File: src/rtl/ramio_copier.sv
// Block-copy bus initiator for the ramio CPU-side port.
// Copies 32-bit words from src to dst and keeps a running sum of every word read.
module ramio_copier #(
    parameter int CountBitWidth = 16
) (
    input  logic                     clk,
    input  logic                     rst_n,
    input  logic                     start,
    input  logic [31:0]              src_addr,
    input  logic [31:0]              dst_addr,
    input  logic [CountBitWidth-1:0] word_count,
    output logic                     active,
    output logic                     done,
    output logic [31:0]              checksum,
    output logic                     enable,
    output logic [2:0]               read_type,
    output logic [1:0]               write_type,
    output logic [31:0]              address,
    output logic [31:0]              data_in,
    input  logic [31:0]              data_out,
    input  logic                     data_out_ready,
    input  logic                     busy
);

    // state     | meaning
    // S_IDLE    | waiting for start
    // S_RD      | read request held on ramio until data_out_ready
    // S_WR      | single-cycle full-word write to dst
    // S_SETTLE  | one idle cycle while ramio raises busy for the write
    // S_WAIT    | wait for busy low, then step pointers and count
    // S_DONE    | one-cycle done pulse
    typedef enum logic [2:0] {
        S_IDLE,
        S_RD,
        S_WR,
        S_SETTLE,
        S_WAIT,
        S_DONE
    } state_t;

    state_t                   r_state, w_next;
    logic [31:0]              r_src, w_src;
    logic [31:0]              r_dst, w_dst;
    logic [CountBitWidth-1:0] r_rem, w_rem;
    logic [31:0]              r_word, w_word;
    logic [31:0]              r_sum, w_sum;
    logic                     r_active, w_active;
    logic                     r_done, w_done;
    logic                     r_enable, w_enable;
    logic [2:0]               r_read_type, w_read_type;
    logic [1:0]               r_write_type, w_write_type;
    logic [31:0]              r_address, w_address;
    logic [31:0]              r_data_in, w_data_in;

    always_comb begin
        w_next   = r_state;
        w_src    = r_src;
        w_dst    = r_dst;
        w_rem    = r_rem;
        w_word   = r_word;
        w_sum    = r_sum;
        w_active = r_active;
        case (r_state)
            S_IDLE: begin
                if (start) begin
                    w_src    = {src_addr[31:2], 2'b00};
                    w_dst    = {dst_addr[31:2], 2'b00};
                    w_rem    = word_count;
                    w_sum    = 32'd0;
                    w_active = 1'b1;
                    w_next   = (word_count == '0) ? S_DONE : S_RD;
                end
            end
            S_RD: begin
                if (data_out_ready) begin
                    w_word = data_out;
                    w_sum  = r_sum + data_out;
                    w_next = S_WR;
                end
            end
            S_WR:     w_next = S_SETTLE;
            S_SETTLE: w_next = S_WAIT;
            S_WAIT: begin
                if (!busy) begin
                    w_rem  = r_rem - 1'b1;
                    w_src  = r_src + 32'd4;
                    w_dst  = r_dst + 32'd4;
                    w_next = (w_rem == '0) ? S_DONE : S_RD;
                end
            end
            S_DONE: begin
                w_active = 1'b0;
                w_next   = S_IDLE;
            end
            default: w_next = S_IDLE;
        endcase

        // Bus outputs are registered from the next state so they line up with it.
        w_enable     = (w_next == S_RD) || (w_next == S_WR);
        w_read_type  = (w_next == S_RD) ? 3'b111 : 3'b000;
        w_write_type = (w_next == S_WR) ? 2'b11 : 2'b00;
        w_address    = r_address;
        w_data_in    = r_data_in;
        if (w_next == S_RD) begin
            w_address = w_src;
        end else if (w_next == S_WR) begin
            w_address = w_dst;
            w_data_in = w_word;
        end
        w_done = (w_next == S_DONE);
    end

    always_ff @(posedge clk or negedge rst_n) begin
        if (!rst_n) begin
            r_state      <= S_IDLE;
            r_src        <= 32'd0;
            r_dst        <= 32'd0;
            r_rem        <= '0;
            r_word       <= 32'd0;
            r_sum        <= 32'd0;
            r_active     <= 1'b0;
            r_done       <= 1'b0;
            r_enable     <= 1'b0;
            r_read_type  <= 3'b000;
            r_write_type <= 2'b00;
            r_address    <= 32'd0;
            r_data_in    <= 32'd0;
        end else begin
            r_state      <= w_next;
            r_src        <= w_src;
            r_dst        <= w_dst;
            r_rem        <= w_rem;
            r_word       <= w_word;
            r_sum        <= w_sum;
            r_active     <= w_active;
            r_done       <= w_done;
            r_enable     <= w_enable;
            r_read_type  <= w_read_type;
            r_write_type <= w_write_type;
            r_address    <= w_address;
            r_data_in    <= w_data_in;
        end
    end

    assign active     = r_active;
    assign done       = r_done;
    assign checksum   = r_sum;
    assign enable     = r_enable;
    assign read_type  = r_read_type;
    assign write_type = r_write_type;
    assign address    = r_address;
    assign data_in    = r_data_in;

endmodule

File: config.mk
export PLATFORM = sky130hd
export DESIGN_NAME = ramio_copier
export DESIGN_NICKNAME = d
export VERILOG_FILES = /design/src/rtl/ramio_copier.sv
export SDC_FILE = /design/constraint.sdc
export NUM_CORES = 1
export LEC_CHECK = 0
export ABC_AREA = 1
export BUFFER_PORTS_ARGS = -buffer_cell sky130_fd_sc_hd__buf_2
export CAP_MARGIN = 25
export CORE_MARGIN = 2
export CORE_UTILIZATION = 45
export CTS_CLUSTER_DIAMETER = 40
export CTS_CLUSTER_SIZE = 25
export DETAILED_ROUTE_END_ITERATION = 7
export GPL_ROUTABILITY_DRIVEN = 0
export PLACE_DENSITY = 0.77
export REMOVE_ABC_BUFFERS = 1
export SLEW_MARGIN = 20
export SYNTH_ARGS = -nofsm -noshare
export SYNTH_HDL_FRONTEND = slang
export SYNTH_SLANG_ARGS = --single-unit
export TNS_END_PERCENT = 10
File: constraint.sdc
create_clock -name clk -period 2.3 [get_ports clk]
set_clock_uncertainty 0.2 [all_clocks]
set_input_delay 0.46 -clock clk [delete_from_list [all_inputs] [get_ports clk]]
set_output_delay 0.46 -clock clk [all_outputs]
set_load 0.1 [all_outputs]
Word-level counts from Yosys, hierarchy flattened
Cells that the tools add are included.

storage, ports and cells
  flip-flop bits (word level) = 219
  input port bits = 117
  output and inout port bits = 104
  word-level logic and storage cells = 67

cells by class
  $add $sub $neg = 4
  eq/ne operators = 11
  muxes and demuxes = 26
  bitwise gates (word level) = 1
  reduce and logical (&&, ||, !) cells = 12

operators with widths
  operator                 number
  $mux W32                 10
  $pmux W32 S2             3
  $add A32 B3 Y32 const B  2
  $add A32 B32 Y32         1
  $logic_not A16 Y1        2
  $mux W16                 2
  $pmux W16 S2             1
  $mux W3                  6
  $sub A16 B1 Y16 const B  1
  $pmux W3 S5              1
  $eq A3 B2 Y1 const B     3
  $eq A3 B3 Y1 const B     3
  $reduce_bool A2 Y1       4
  $eq A3 B1 Y1 const B     2
  $ne A2 B2 Y1 const B     3
  $reduce_and A3 Y1        2
  $reduce_and A2 Y1        2
  $logic_not A3 Y1         1
  $mux W2                  1
  $pmux W1 S2              1
  $logic_or A1 B1 Y1       1
  $mux W1                  1
  $not A1 Y1               1

Logic depth before layout (Yosys ltp)
  word-level depth = 8
  depth in mapped cells = 20
  gate-level depth less buffers = 19

Worst setup path after synthesis
Ideal clock, no wire load.

  path type = register to register
  from = register r_sum[0], in the netlist checksum[0]
  to = register r_sum[26], in the netlist checksum[26]
  library setup time = 83 ps
  arrival time = 2644 ps
  required time = 2017 ps
  path slack = -627 ps
  cell stages (with the launch flop) = 16
  path buffers = 0
  period minus slack after synthesis = 2927 ps
  path through = dfrtp_1 > ha_1 > fa_1 > nand3_1 > nand3_1 > nand2_1 > nand2_1 > a21oi_1 > o21ai_0 > nand2_1 > nand2_1 > nand3_1 > nand2_1 > nand2_1 > nand2_1 > o21ai_0

on the way
  cells in the longest elaborated chain, start to end = 3

RTL lines
  what                    line  RTL
  from (decl)             46    logic [31:0] r_sum, w_sum;
  from (signal assigned)  134   r_sum <= w_sum;
  $add A32 B32 Y32        77    w_sum = r_sum + data_out;
  $mux W32                75    if (data_out_ready) begin
  $pmux W32 S2            63    case (r_state)

No other way between the ends. The select of a mux whose other input is x is not followed.
A chain may end at the register's enable or synchronous reset.

Final worst setup path
  from = register r_rem[0]
  to = register r_address[25], in the netlist address[25]

on the way
  cells in the longest elaborated chain, start to end = 7
  elaborated cells on any way between the ends = 9
  those cells by class = add/sub (1); eq/ne (2); mux (4); reduce/logical (2)

RTL lines
  what                                                   line      RTL
  from (decl)                                            44        logic [CountBitWidth-1:0] r_rem, w_rem;
  from (signal assigned)                                 132       r_rem <= w_rem;
  $sub A16 B1 Y16 (*)                                    85        w_rem = r_rem - 1'b1;
  $logic_not A16 Y1 (*)                                  88        w_next = (w_rem == '0) ? S_DONE : S_RD;
  $mux W3 (*)                                            88
  $mux W3 (*)                                            84        if (!busy) begin
  $pmux W3 S5 (*)                                        63
  $eq A3 B1 Y1 / $eq A3 B2 Y1 (equally long branches)    104, 106
  $mux W32 / $reduce_bool A2 Y1 (equally long branches)  -
  to (signal assigned)                                   140       r_address <= w_address;
  to (decl)                                              52        logic [31:0] r_address, w_address;

Every way passes the cells marked *; elsewhere a longest branch is shown, timed or not.

==> results by stage <==
Outcome:
- The run finished, with violations left.
- The final reports fail on setup timing.

Synth:
- The mean area per synthesized cell is 7.440 um2.
- For this run, the register share of the synthesized area comes to 41.73%.
- The async set or reset register ratio after synthesis is 100.0%.
- The most used flip-flop cell after synthesis is dfrtp_1.
- For this run, the number of Yosys warnings is 0.
- After synthesis the cells add up to 11030 um2.
- After technology mapping, the gate count stands at 1483.
- After synthesis the netlist holds a flip-flop and latch count of 184.
- Synthesis instantiated 52 different standard cells from the library.
- The synthesized design contains 0 enable-type register cells.

Timing:
- Setup violations remaining at the end of the flow were counted as 42.
- Setup repair after global routing could not meet its margin everywhere.
- The setup slack of the critical path after layout is -231.5 ps.
- The final critical delay including setup and external delays is 2531 ps.
- Static timing analysis puts the maximum clock frequency at 395.0 MHz.
- The number of slew-limit violations in the final report came to 0.
- The relative max-transition margin is 55.65%.
- The final worst hold slack is 26.21 ps.
- The actual transition at the worst max-transition pin is 665.2 ps.
- The worst path uses 110.1% of the clock period.
- The number of hold violations in the final report came to 0.
- The sum of negative setup slack is -6423 ps.

Layout:
- The signed area change from the synthesized netlist to the final layout is 34.98%.
- The count of filler cells inserted in the layout is 2016.
- Excluding fillers, the count of instances in the completed layout stands at 2182.
- The share of cells above drive strength 1 is 30.71%.
- Cells fill 61.60% of the core in the end.
- The final layout contains 1996 nets.

Drt:
- The starting DRC count in detailed routing is 1047.
- The vias after detailed routing is 11780.
- After detailed routing, the average wire length per cell comes to 15.97 um.
- The total iterations of the first detailed-routing run is 6.
- The via-per-instance ratio is 5.399.
- In the routed design, unresolved DRC markers number 0.
- The count of nets left with antenna violations once routing finished came out at 0.
- Summed over all layers, the routed wires come to 34840 um.

Floorplan:
- The placeable core region is 24180 um2.
- The number of ports placed on the die boundary is 221.
- From bottom edge to top edge, the die measures 160.6 um.
- Once the floorplan was initialized, standard cells occupied 45.63% of the core.
- The die footprint is 25790 um2.
- The width of the die is 160.6 um.
- The total number of placement rows is 57.

GRT:
- The residual overflow from global routing is 0.
- Entering global routing, the biggest net connects 67 pins.
- The number of antenna violations at the first check in global routing was 2.
- The number of global-route vias before repair is 11390.
- The first global-routing pass estimated 55300 um of wire.
- The total global-route track usage is 26.34%.

Job:
- The total of max-cap violations is 0.

Placement:
- The number of buffers added on ports is 216.
- Detailed placement ended at an HPWL of 24560 um.
- Counting tap cells, the placed design contains a total of 2132 instances.
- At the placement stage, the worst setup path has a slack of -494.4 ps.

Critical path:
- The endpoint type of the worst setup path is a register.
- The data required time at the worst endpoint is 2430 ps.
- The critical path start-end classification is reg -> reg.
- The element type at the critical path start is a register.
- The endpoint of the worst-slack reg-to-reg timing path is address[25].
- The minimum setup slack among reg-to-reg paths is -230 ps.
- Tracing the worst setup path back leads to its startpoint at r_rem[0].
- The worst endpoint data arrival time is 2660 ps.
- The capturing instance or port of the critical path is address[25].
- For the worst flop-to-flop path, the logic depth is 19.
- The startpoint identified for the worst register-to-register timing path is r_rem[0].
- Of all nets on the critical path, the largest fanout is 8.

CTS:
- The clock-pin slew of the registers on the worst-case setup and hold paths is 80 ps.
- TritonCTS built the clock tree.
- In this run the deepest clock path goes through 2 buffers.
- For this design, the sink count on the clock tree is 184.
- The number of CTS-inserted buffers is 17.
- Clock latency on the worst-skew pair, taken at its later pin, is 450 ps.
- The tree is rooted in a clkbuf_16.
- The H-tree was split into 4 levels.

Power and ir drop:
- The peak ir drop on the vdd network is 0.001182 V.
- In this run the power density over the cells is 1673 nW/um2.
- The leakage dissipation is 7.620 nW.

Hold path:
- The worst min-delay path class is in -> reg.
- The beginning of the worst hold path is data_out[23].
## registers in the layout (all words and copies together) (netlist names)
name	cells
address	32
checksum	32
data_in	32
r_dst	32
r_src	32
r_rem	16
r_state	3
active	1
done	1
enable	1
read_type	1
write_type	1
## stage by stage
stage	cell area [um2]	power [mW]
after CTS	14430	24.04
after floorplan	10750	16.05
after detailed placement	13600	20.57
final	14890	24.91
after global placement	13600	20.27
after global routing	14890	26.33
## worst min-delay path by stage
stage,endpoint,cells after the start
2_1_floorplan,active,0
3_3_place_gp,checksum[4],1
3_5_place_dp,data_in[1],1
4_1_cts,data_in[23],3
5_1_grt,data_in[28],3
6_report,data_in[23],3
## critical path, cell delays in order (launching register included)
cell,delay [ps]
dfrtp_1,390
inv_2,90
buf_6,110
nand3_4,100
nor2_4,150
buf_4,140
nand2_1,70
nand2_2,80
nand3_2,90
nor2_1,100
nand3_1,80
nand2_1,70
nand2_1,60
nand2_2,100
nand2_4,80
nand2_8,110
clkinv_8,90
clkbuf_16,170
nand2_4,50
nand3_2,70
## cells by family after synthesis
logic type	Yosys count	share of synthesized area (%)
and+or+nand+nor	790	30.60
AOI/OAI and AO/OA	259	14.29
xor gates and xnor gates	26	2.064
adders and majority gates	36	4.151
DFF	184	41.73
buffers and inverters	188	7.167
## routing by layer
metal / wire length (um) / vias up / part of all wire (%) / track usage (%)
met5: 0 / - / 0 / 0
met4: 856 / 0 / 2.5 / 8.886
met3: 2512 / 62 / 7.2 / 4.804
met2: 16870 / 481 / 48 / 44.49
met1: 14610 / 5570 / 42 / 34.21
li1: - / 5668 / - / -
## what timing repair did
action                     CTS  global route
hold endpoints to repair   184             0
setup endpoints to repair   56            71
pin swaps                   15            27
hold buffers                 1             0
gates resized for setup     52            99
cloned                       0             2
setup buffers                5             8
## final cells by class
cell class	instances	area, um2	share of cell area [%]
Clock buffer	18	439.2	2.949
Timing Repair inverter	1	8.758	0.05881
Clock inverter	14	177.7	1.193
Multi-Input combinational cell	1111	6135	41.19
Antenna cell	2	5.005	0.03361
Tap cell	324	405.4	2.722
Timing Repair Buffer	394	2601	17.47
Sequential cell	184	4606	30.93
Inverter	134	515.5	3.461
## cell usage in the layout (no fill, tap or decap), types with 6 or more instances in the layout
cell type  instances
nor2_2            13
inv_2             14
a22oi_1           33
nand3_2           18
nor2_1           103
nor3_1            23
buf_4            159
o21ai_2            7
inv_6              6
or2_2              6
nor2_4            12
buf_2            215
xnor2_1            9
ha_4               9
a31oi_1            6
o22ai_1            9
nand2_4            6
inv_1            119
nor3_2             6
nand2_2           31
o21ai_0           68
o211ai_1          17
nand3_1          117
xor2_1            16
nor4_1             8
clkbuf_16         18
nand2_1          426
a21oi_1           50
ha_1              25
nand4_1           15
buf_6              6
buf_12            10
o21ai_1           22
a21oi_2            8
dfrtp_1          183
## where the power goes
part / internal, mW / switching [mW]
Sequential: 4.63 / 1.17
Clock: 1.59 / 1.49
Combinational: 4.61 / 11.4
Total: 10.8 / 14.1
## synth_stat cells, drive strengths merged (8+ instances only)
cell	n	share of area [%]
xor2	17	1.3
inv	134	4.6
nor4	8	0.45
nand4	15	0.85
dfrtp	184	42
nor3	29	1.5
ha	35	4.0
xnor2	9	0.71
nor2	128	4.9
nand2	464	16
buf	24	1.5
o22ai	9	0.51
nand3	136	6.3
clkbuf	30	1.1
o211ai	17	1.2
a21oi	60	2.7
a22oi	33	2.2
a31oi	8	0.59
o21ai	97	4.4
(Power assumes the default switching activity.)
